### config.mk
export PLATFORM = sky130hd
export DESIGN_NAME = lcd_nibble_writer_flat
export DESIGN_NICKNAME = d
export VERILOG_FILES = /design/src/rtl/lcd_nibble_writer_if.sv /design/src/rtl/lcd_nibble_writer.sv /design/src/flat_wrapper.sv
export SDC_FILE = /design/constraint.sdc
export NUM_CORES = 1
export LEC_CHECK = 0
export ABC_AREA = 1
export CAP_MARGIN = 0
export CORE_MARGIN = 3
export CORE_UTILIZATION = 45
export CTS_CLUSTER_DIAMETER = 120
export DETAILED_ROUTE_END_ITERATION = 12
export PLACE_DENSITY = 0.65
export SYNTH_ARGS = -nofsm -noshare
export SYNTH_HDL_FRONTEND = slang
export SYNTH_SLANG_ARGS = --single-unit
### constraint.sdc
create_clock -name clk -period 1.9 [get_ports clk]
set_clock_uncertainty 0.05 [all_clocks]
set_input_delay 0.19 -clock clk [delete_from_list [all_inputs] [get_ports clk]]
set_output_delay 0.19 -clock clk [all_outputs]
set_load 0.005 [all_outputs]
### src/rtl/lcd_nibble_writer_if.sv
// ----------------------------------------------------------------------------
// lcd_nibble_writer_if
//   Byte-write channel from the text/command sequencer into the LCD
//   nibble writer. A transfer happens on the clock edge where in_valid and
//   in_ready are both high.
// Signals
//   in_valid  master->slave  byte write request
//   in_ready  slave->master  writer can accept a byte this cycle
//   in_rs     master->slave  0 = command, 1 = character data
//   in_data   master->slave  byte to write
// ----------------------------------------------------------------------------
interface lcd_nibble_writer_if;
    logic       in_valid;
    logic       in_ready;
    logic       in_rs;
    logic [7:0] in_data;

    modport master (
        output in_valid,
        output in_rs,
        output in_data,
        input  in_ready
    );

    modport slave (
        input  in_valid,
        input  in_rs,
        input  in_data,
        output in_ready
    );
endinterface

### src/rtl/lcd_nibble_writer.sv
// ----------------------------------------------------------------------------
// lcd_nibble_writer
//   Physical-interface stage for an HD44780-class character LCD in 4-bit
//   mode. Runs the 4-bit power-up sequence (0x3,0x3,0x3,0x2) on its own,
//   then accepts byte writes and sends each one high nibble first, with
//   programmable E setup, E high, inter-nibble gap and settle times.
// Ports
//   clk        clock
//   rst        asynchronous active-high reset
//   wr         byte-write channel (slave side): in_valid/in_ready/in_rs/in_data
//   init_done  power-up sequence complete, sticky until reset
//   busy       inverse of in_ready
//   lcd_rs     LCD RS pin
//   lcd_e      LCD E strobe (registered)
//   lcd_d      LCD D7..D4
// ----------------------------------------------------------------------------
module lcd_nibble_writer #(
    parameter int unsigned E_SETUP_CYC   = 2,
    parameter int unsigned E_HIGH_CYC    = 8,
    parameter int unsigned NIB_GAP_CYC   = 16,
    parameter int unsigned CMD_WAIT_CYC  = 64,
    parameter int unsigned LONG_WAIT_CYC = 2048,
    parameter int unsigned INIT_WAIT_CYC = 4096
) (
    input  logic                clk,
    input  logic                rst,
    lcd_nibble_writer_if.slave  wr,
    output logic                init_done,
    output logic                busy,
    output logic                lcd_rs,
    output logic                lcd_e,
    output logic [3:0]          lcd_d
);

    function automatic int unsigned max2(input int unsigned a, input int unsigned b);
        return (a > b) ? a : b;
    endfunction

    localparam int unsigned MAX_CYC = max2(max2(max2(E_SETUP_CYC, E_HIGH_CYC),
                                                max2(NIB_GAP_CYC, CMD_WAIT_CYC)),
                                           max2(LONG_WAIT_CYC, INIT_WAIT_CYC));
    localparam int CW = $clog2(MAX_CYC) + 1;

    // The counter is loaded with (duration - 1) and the phase ends on the
    // edge where it is already zero, so each phase lasts exactly its duration.
    localparam logic [CW-1:0] LD_SETUP = CW'(E_SETUP_CYC - 1);
    localparam logic [CW-1:0] LD_HIGH  = CW'(E_HIGH_CYC - 1);
    localparam logic [CW-1:0] LD_GAP   = CW'(NIB_GAP_CYC - 1);
    localparam logic [CW-1:0] LD_CMD   = CW'(CMD_WAIT_CYC - 1);
    localparam logic [CW-1:0] LD_LONG  = CW'(LONG_WAIT_CYC - 1);
    localparam logic [CW-1:0] LD_INIT  = CW'(INIT_WAIT_CYC - 1);

    typedef enum logic [3:0] {
        PWR_WAIT,
        INIT_NIB,
        IDLE,
        SETUP_HI,
        PULSE_HI,
        GAP,
        SETUP_LO,
        PULSE_LO,
        SETTLE
    } state_t;

    state_t          state_q, state_d;
    logic [CW-1:0]   cnt_q, cnt_d;
    logic            init_done_q, init_done_d;
    logic [1:0]      init_idx_q, init_idx_d;
    logic            rs_q, rs_d;
    logic [7:0]      data_q, data_d;
    logic            lcd_rs_q, lcd_rs_d;
    logic [3:0]      lcd_d_q, lcd_d_d;
    logic            lcd_e_q;

    logic            cnt_zero;
    logic            accept;
    logic            long_cmd;

    assign cnt_zero    = (cnt_q == '0);
    assign wr.in_ready = (state_q == IDLE) && init_done_q;
    assign accept      = wr.in_valid && wr.in_ready;

    // Clear display (0x01) and return home (0x02/0x03) need the long settle.
    assign long_cmd = !rs_q && (data_q[7:2] == 6'd0) && (data_q[1:0] != 2'd0);

    always_comb begin
        state_d     = state_q;
        cnt_d       = cnt_zero ? cnt_q : cnt_q - CW'(1);
        init_done_d = init_done_q;
        init_idx_d  = init_idx_q;
        rs_d        = rs_q;
        data_d      = data_q;
        lcd_rs_d    = lcd_rs_q;
        lcd_d_d     = lcd_d_q;

        case (state_q)
            PWR_WAIT: begin
                if (cnt_zero) begin
                    state_d  = INIT_NIB;
                    cnt_d    = LD_SETUP;
                    lcd_rs_d = 1'b0;
                    lcd_d_d  = 4'h3;
                end
            end
            // Init nibbles reuse the low-nibble pulse and the settle phase.
            INIT_NIB: begin
                if (cnt_zero) begin
                    state_d = PULSE_LO;
                    cnt_d   = LD_HIGH;
                end
            end
            IDLE: begin
                if (accept) begin
                    state_d  = SETUP_HI;
                    cnt_d    = LD_SETUP;
                    rs_d     = wr.in_rs;
                    data_d   = wr.in_data;
                    lcd_rs_d = wr.in_rs;
                    lcd_d_d  = wr.in_data[7:4];
                end
            end
            SETUP_HI: begin
                if (cnt_zero) begin
                    state_d = PULSE_HI;
                    cnt_d   = LD_HIGH;
                end
            end
            PULSE_HI: begin
                if (cnt_zero) begin
                    state_d = GAP;
                    cnt_d   = LD_GAP;
                end
            end
            // Low nibble is presented only after the gap, so D never moves
            // in the cycle E falls.
            GAP: begin
                if (cnt_zero) begin
                    state_d = SETUP_LO;
                    cnt_d   = LD_SETUP;
                    lcd_d_d = data_q[3:0];
                end
            end
            SETUP_LO: begin
                if (cnt_zero) begin
                    state_d = PULSE_LO;
                    cnt_d   = LD_HIGH;
                end
            end
            PULSE_LO: begin
                if (cnt_zero) begin
                    state_d = SETTLE;
                    cnt_d   = (init_done_q && long_cmd) ? LD_LONG : LD_CMD;
                end
            end
            SETTLE: begin
                if (cnt_zero) begin
                    if (init_done_q) begin
                        state_d = IDLE;
                    end else if (init_idx_q == 2'd3) begin
                        state_d     = IDLE;
                        init_done_d = 1'b1;
                    end else begin
                        state_d    = INIT_NIB;
                        cnt_d      = LD_SETUP;
                        init_idx_d = init_idx_q + 2'd1;
                        // Sequence is 3,3,3,2: the last one follows index 2.
                        lcd_d_d    = (init_idx_q == 2'd2) ? 4'h2 : 4'h3;
                    end
                end
            end
            default: begin
                state_d = PWR_WAIT;
                cnt_d   = LD_INIT;
            end
        endcase
    end

    always_ff @(posedge clk or posedge rst) begin
        if (rst) begin
            state_q     <= PWR_WAIT;
            cnt_q       <= LD_INIT;
            init_done_q <= 1'b0;
            init_idx_q  <= 2'd0;
            rs_q        <= 1'b0;
            data_q      <= 8'h00;
            lcd_rs_q    <= 1'b0;
            lcd_d_q     <= 4'h0;
            lcd_e_q     <= 1'b0;
        end else begin
            state_q     <= state_d;
            cnt_q       <= cnt_d;
            init_done_q <= init_done_d;
            init_idx_q  <= init_idx_d;
            rs_q        <= rs_d;
            data_q      <= data_d;
            lcd_rs_q    <= lcd_rs_d;
            lcd_d_q     <= lcd_d_d;
            lcd_e_q     <= (state_d == PULSE_HI) || (state_d == PULSE_LO);
        end
    end

    assign init_done = init_done_q;
    assign busy      = ~wr.in_ready;
    assign lcd_rs    = lcd_rs_q;
    assign lcd_d     = lcd_d_q;
    assign lcd_e     = lcd_e_q;

endmodule

### src/flat_wrapper.sv
// flat-port wrapper written by rule: the top's interface ports become plain ports
module lcd_nibble_writer_flat 
#(
    parameter int unsigned E_SETUP_CYC   = 2,
    parameter int unsigned E_HIGH_CYC    = 8,
    parameter int unsigned NIB_GAP_CYC   = 16,
    parameter int unsigned CMD_WAIT_CYC  = 64,
    parameter int unsigned LONG_WAIT_CYC = 2048,
    parameter int unsigned INIT_WAIT_CYC = 4096
)
  (clk, rst, init_done, busy, lcd_rs, lcd_e, lcd_d, wr_in_valid, wr_in_rs, wr_in_data, wr_in_ready);
  lcd_nibble_writer_if wr_i ();
  input  logic clk;
  input  logic rst;
  output logic init_done;
  output logic busy;
  output logic lcd_rs;
  output logic lcd_e;
  output logic [3:0] lcd_d;
  input wire logic [$bits(wr_i.in_valid)-1:0] wr_in_valid;
  input wire logic [$bits(wr_i.in_rs)-1:0] wr_in_rs;
  input wire logic [$bits(wr_i.in_data)-1:0] wr_in_data;
  output wire logic [$bits(wr_i.in_ready)-1:0] wr_in_ready;
  assign wr_i.in_valid = wr_in_valid;
  assign wr_i.in_rs = wr_in_rs;
  assign wr_i.in_data = wr_in_data;
  assign wr_in_ready = wr_i.in_ready;
  lcd_nibble_writer #(.E_SETUP_CYC(E_SETUP_CYC), .E_HIGH_CYC(E_HIGH_CYC), .NIB_GAP_CYC(NIB_GAP_CYC), .CMD_WAIT_CYC(CMD_WAIT_CYC), .LONG_WAIT_CYC(LONG_WAIT_CYC), .INIT_WAIT_CYC(INIT_WAIT_CYC)) u_core (.clk(clk), .rst(rst), .wr(wr_i), .init_done(init_done), .busy(busy), .lcd_rs(lcd_rs), .lcd_e(lcd_e), .lcd_d(lcd_d));
endmodule
==> metrics.txt <==
number of global-route vias before repair=2071; Cells after Synth=290; RSZ-0062 raised after global routing=yes; fin nets=350; maximum clock path buffer count=2; GRT Util Overall=20.21%; crit end category=output port; P&R area growth vs syn=24.62%; Worst Path Max Fanout=6; Cell Area, Placed=~2500 um2; worst path bufs/invs=2; Sink Count=35; Fin Setup TNS=0 ps; Final Non-Filler Cells=399; final setup violating endpoints=0; CP dominant cell by count=nor2_4; top-count cell post-synth=nand2_1; fillers=410; Synth warnings=0; ANT cells=0; initial antenna violation count=0; 1st-iter DRT viols=70; cell at the root of the clock tree=clkbuf_8; slew margin rel.=70.47%; share of layout cells above drive strength 1=a little under a quarter; final wirelength=5276 um; Die X=75.94 um; power per cell area=about 500 nW/um2; Slew @ Worst Pin=around 440 ps; number of cells on the critical path=5; reg2reg start=u_core.cnt_q[0]; fin crit period=1845 ps; Final Hold Vio Count=0; synthesis-stage register bit count=35; clock-pin slew on the worst setup and hold paths=70 ps; leading area contributor after synthesis=dfrtp_1; Antenna Violating Nets Remaining=0; syn_area_per_cell=7.589 um2; ys flop type=dfrtp_1; routability cong.=0.8839; synth top area cells=dfrtp_1 26%, dfstp_2 14%, nand2_1 13%, inv_1 5.8%, nor2_1 5.8%; FMAX=0.5420 GHz; r2r setup slk=about 100 ps; Hold Buf Count CTS=0; Die H=75.94 um; total power=between 1 and 1.5 mW; Yosys cell types=34; I/O pin count=21; synth cell count leaders=74 x nand2_1, 34 x inv_1, 34 x nor2_1; WL/cell=~13 um; arrival time at the worst endpoint=1600 ps; critical-path cell with the highest stage delay=dfrtp_2; status=completed; # H-tree levels=2; post-synthesis cell area=around 2200 um2; CP delay by family, top=buffers and inverters; CP Cell Sequence=nor2_4 > nand2_4 > nor2_4 > inv_2 > clkdlybuf4s50_1; DRT Pass-1 Iters=4; num rows=24; Port Buffers=20; Worst R2R End=u_core.cnt_q[0]; # DRC=0; Post-DP HPWL=3965 um; Max-Cap Viols=0; largest net degree at the start of global routing=36; Skew-Pair Late Insertion Delay=a little under 300 ps; vias per inst=4.887; Num CTS Buffers=5; Die ar.=5766 um2; Setup crit end=busy; crit-path max cell delay=460 ps; worst hold path class=in -> async; CORE AREA=4534 um2; Required @ worst endpoint=between 1500 and 2000 ps; placed insts=382; r2r worst-path depth=9; first-pass GRT wire length=approximately 9400 um; sequential area share after synthesis=40.48%; Final period util=97.10%; final instance area=~2700 um2; Worst Setup Start Kind=flip-flop; Starting Density=48.54%; critical path class=reg -> out; Vias=1950; Post-synth EDFFs=0; Pleak=1.311 nW; Async SR Flop Fraction=100.0%; worst vdd ir=between 0.0004 and 0.0005 V; syn nets=307; crit path launch=u_core.state_q[0]; total grt overflow=0; CTS tree=yes; fin. max-slew vios=0; Yosys top cell area share=26.15%
stage by stage:
step	util [%]	worst slack, ps	hold WS [ps]
6_report	60.49	55.12	249.0
5_1_grt	60.49	-9.380	299.2
4_1_cts	58.06	21.06	267.0
3_5_place_dp	55.96	96.46	416.7
3_3_place_gp	55.96	128.8	404.0
2_1_floorplan	-	262.4	256.6
kinds of logic (layout without fill, tap and decap cells):
logic type               Yosys count  count (layout)  share of synthesized area (%)
XOR/XNOR                           7               7                          2.786
AND/OR/NAND/NOR                  151             151                          33.03
multiplexers                       1               1                         0.4548
AO/OA/AOI/OAI                     49              49                          13.08
flip-flops                        35              35                          40.48
buffers and inverters             42              86                          7.333
adder cells (fa/ha/maj)            5               5                          2.843
where the power goes:
part	total, mW	internal (mW)	leakage, nW	switching (mW)
clock network	0.523	0.257	0.0422	0.265
logic	0.0583	0.0294	0.845	0.0289
registers	0.764	0.758	0.424	0.00664
what timing repair did:
action / in CTS / in global routing
pin swaps: 0 / 4
resized for setup: 2 / 14
setup buffers: 1 / 8
setup endpoints to repair: 2 / 20
gates cloned: 0 / 0
how the worst min path moves through the flow:
stage / depth (start not counted) / slack, ps / start / endpoint
after floorplan: 2 / 260 / wr_in_data[5] / u_core.data_q[5]
after global placement: 2 / 400 / u_core.data_q[5] / u_core.data_q[5]
after detailed placement: 2 / 420 / u_core.data_q[5] / u_core.data_q[5]
after CTS: 3 / 270 / rst / u_core.cnt_q[12]
after global routing: 3 / 300 / rst / u_core.cnt_q[12]
final: 3 / 250 / rst / u_core.cnt_q[12]
area by class of cell:
type	count	area [um2]	area share (%)
Sequential cell	35	894.6	32.62
Tap cell	65	81.33	2.965
Clock inverter	1	5.005	0.1825
Multi-Input combinational cell	213	1201	43.80
Clock buffer	7	76.32	2.783
Inverter	41	156.4	5.703
Timing Repair Buffer	37	327.8	11.95
routing by layer:
metal / routed length, um / part of all wire (%) / global-route usage [%] / vias to the layer above
li1: - / - / - / 1015
met1: 2365 / 45 / 24.45 / 906
met2: 2694 / 51 / 36.17 / 23
met3: 149 / 2.8 / 4.265 / 6
met4: 66 / 1.3 / 5.797 / 0
met5: 0 / 0 / 0 / -
placed cells by master (no fill, tap or decap), drive strengths merged, types with 3 or more instances in the layout:
cell	synthesis	routed
a21oi	17	17
clkdlybuf4s50	0	20
ha	5	5
dfrtp	23	23
o21ai	23	23
buf	1	17
xnor2	4	4
inv	41	41
nor2	49	49
nand4	3	3
nand2	80	80
clkbuf	0	7
xor2	3	3
dfstp	12	12
nand3	17	17
worst min-delay path: cells and delay by family:
kind | cells | cell delay (ps)
buf+inv | 3 | 830
registers in the layout (all words and copies together) (netlist names):
| signal | flops |
|---|---|
| u_core.cnt_q | 13 |
| u_core.data_q | 8 |
| u_core.lcd_d | 4 |
| u_core.state_q | 4 |
| u_core.init_idx_q | 2 |
| u_core.init_done | 1 |
| u_core.lcd_e | 1 |
| u_core.lcd_rs | 1 |
| u_core.rs_q | 1 |
(Power assumes the default switching activity.)
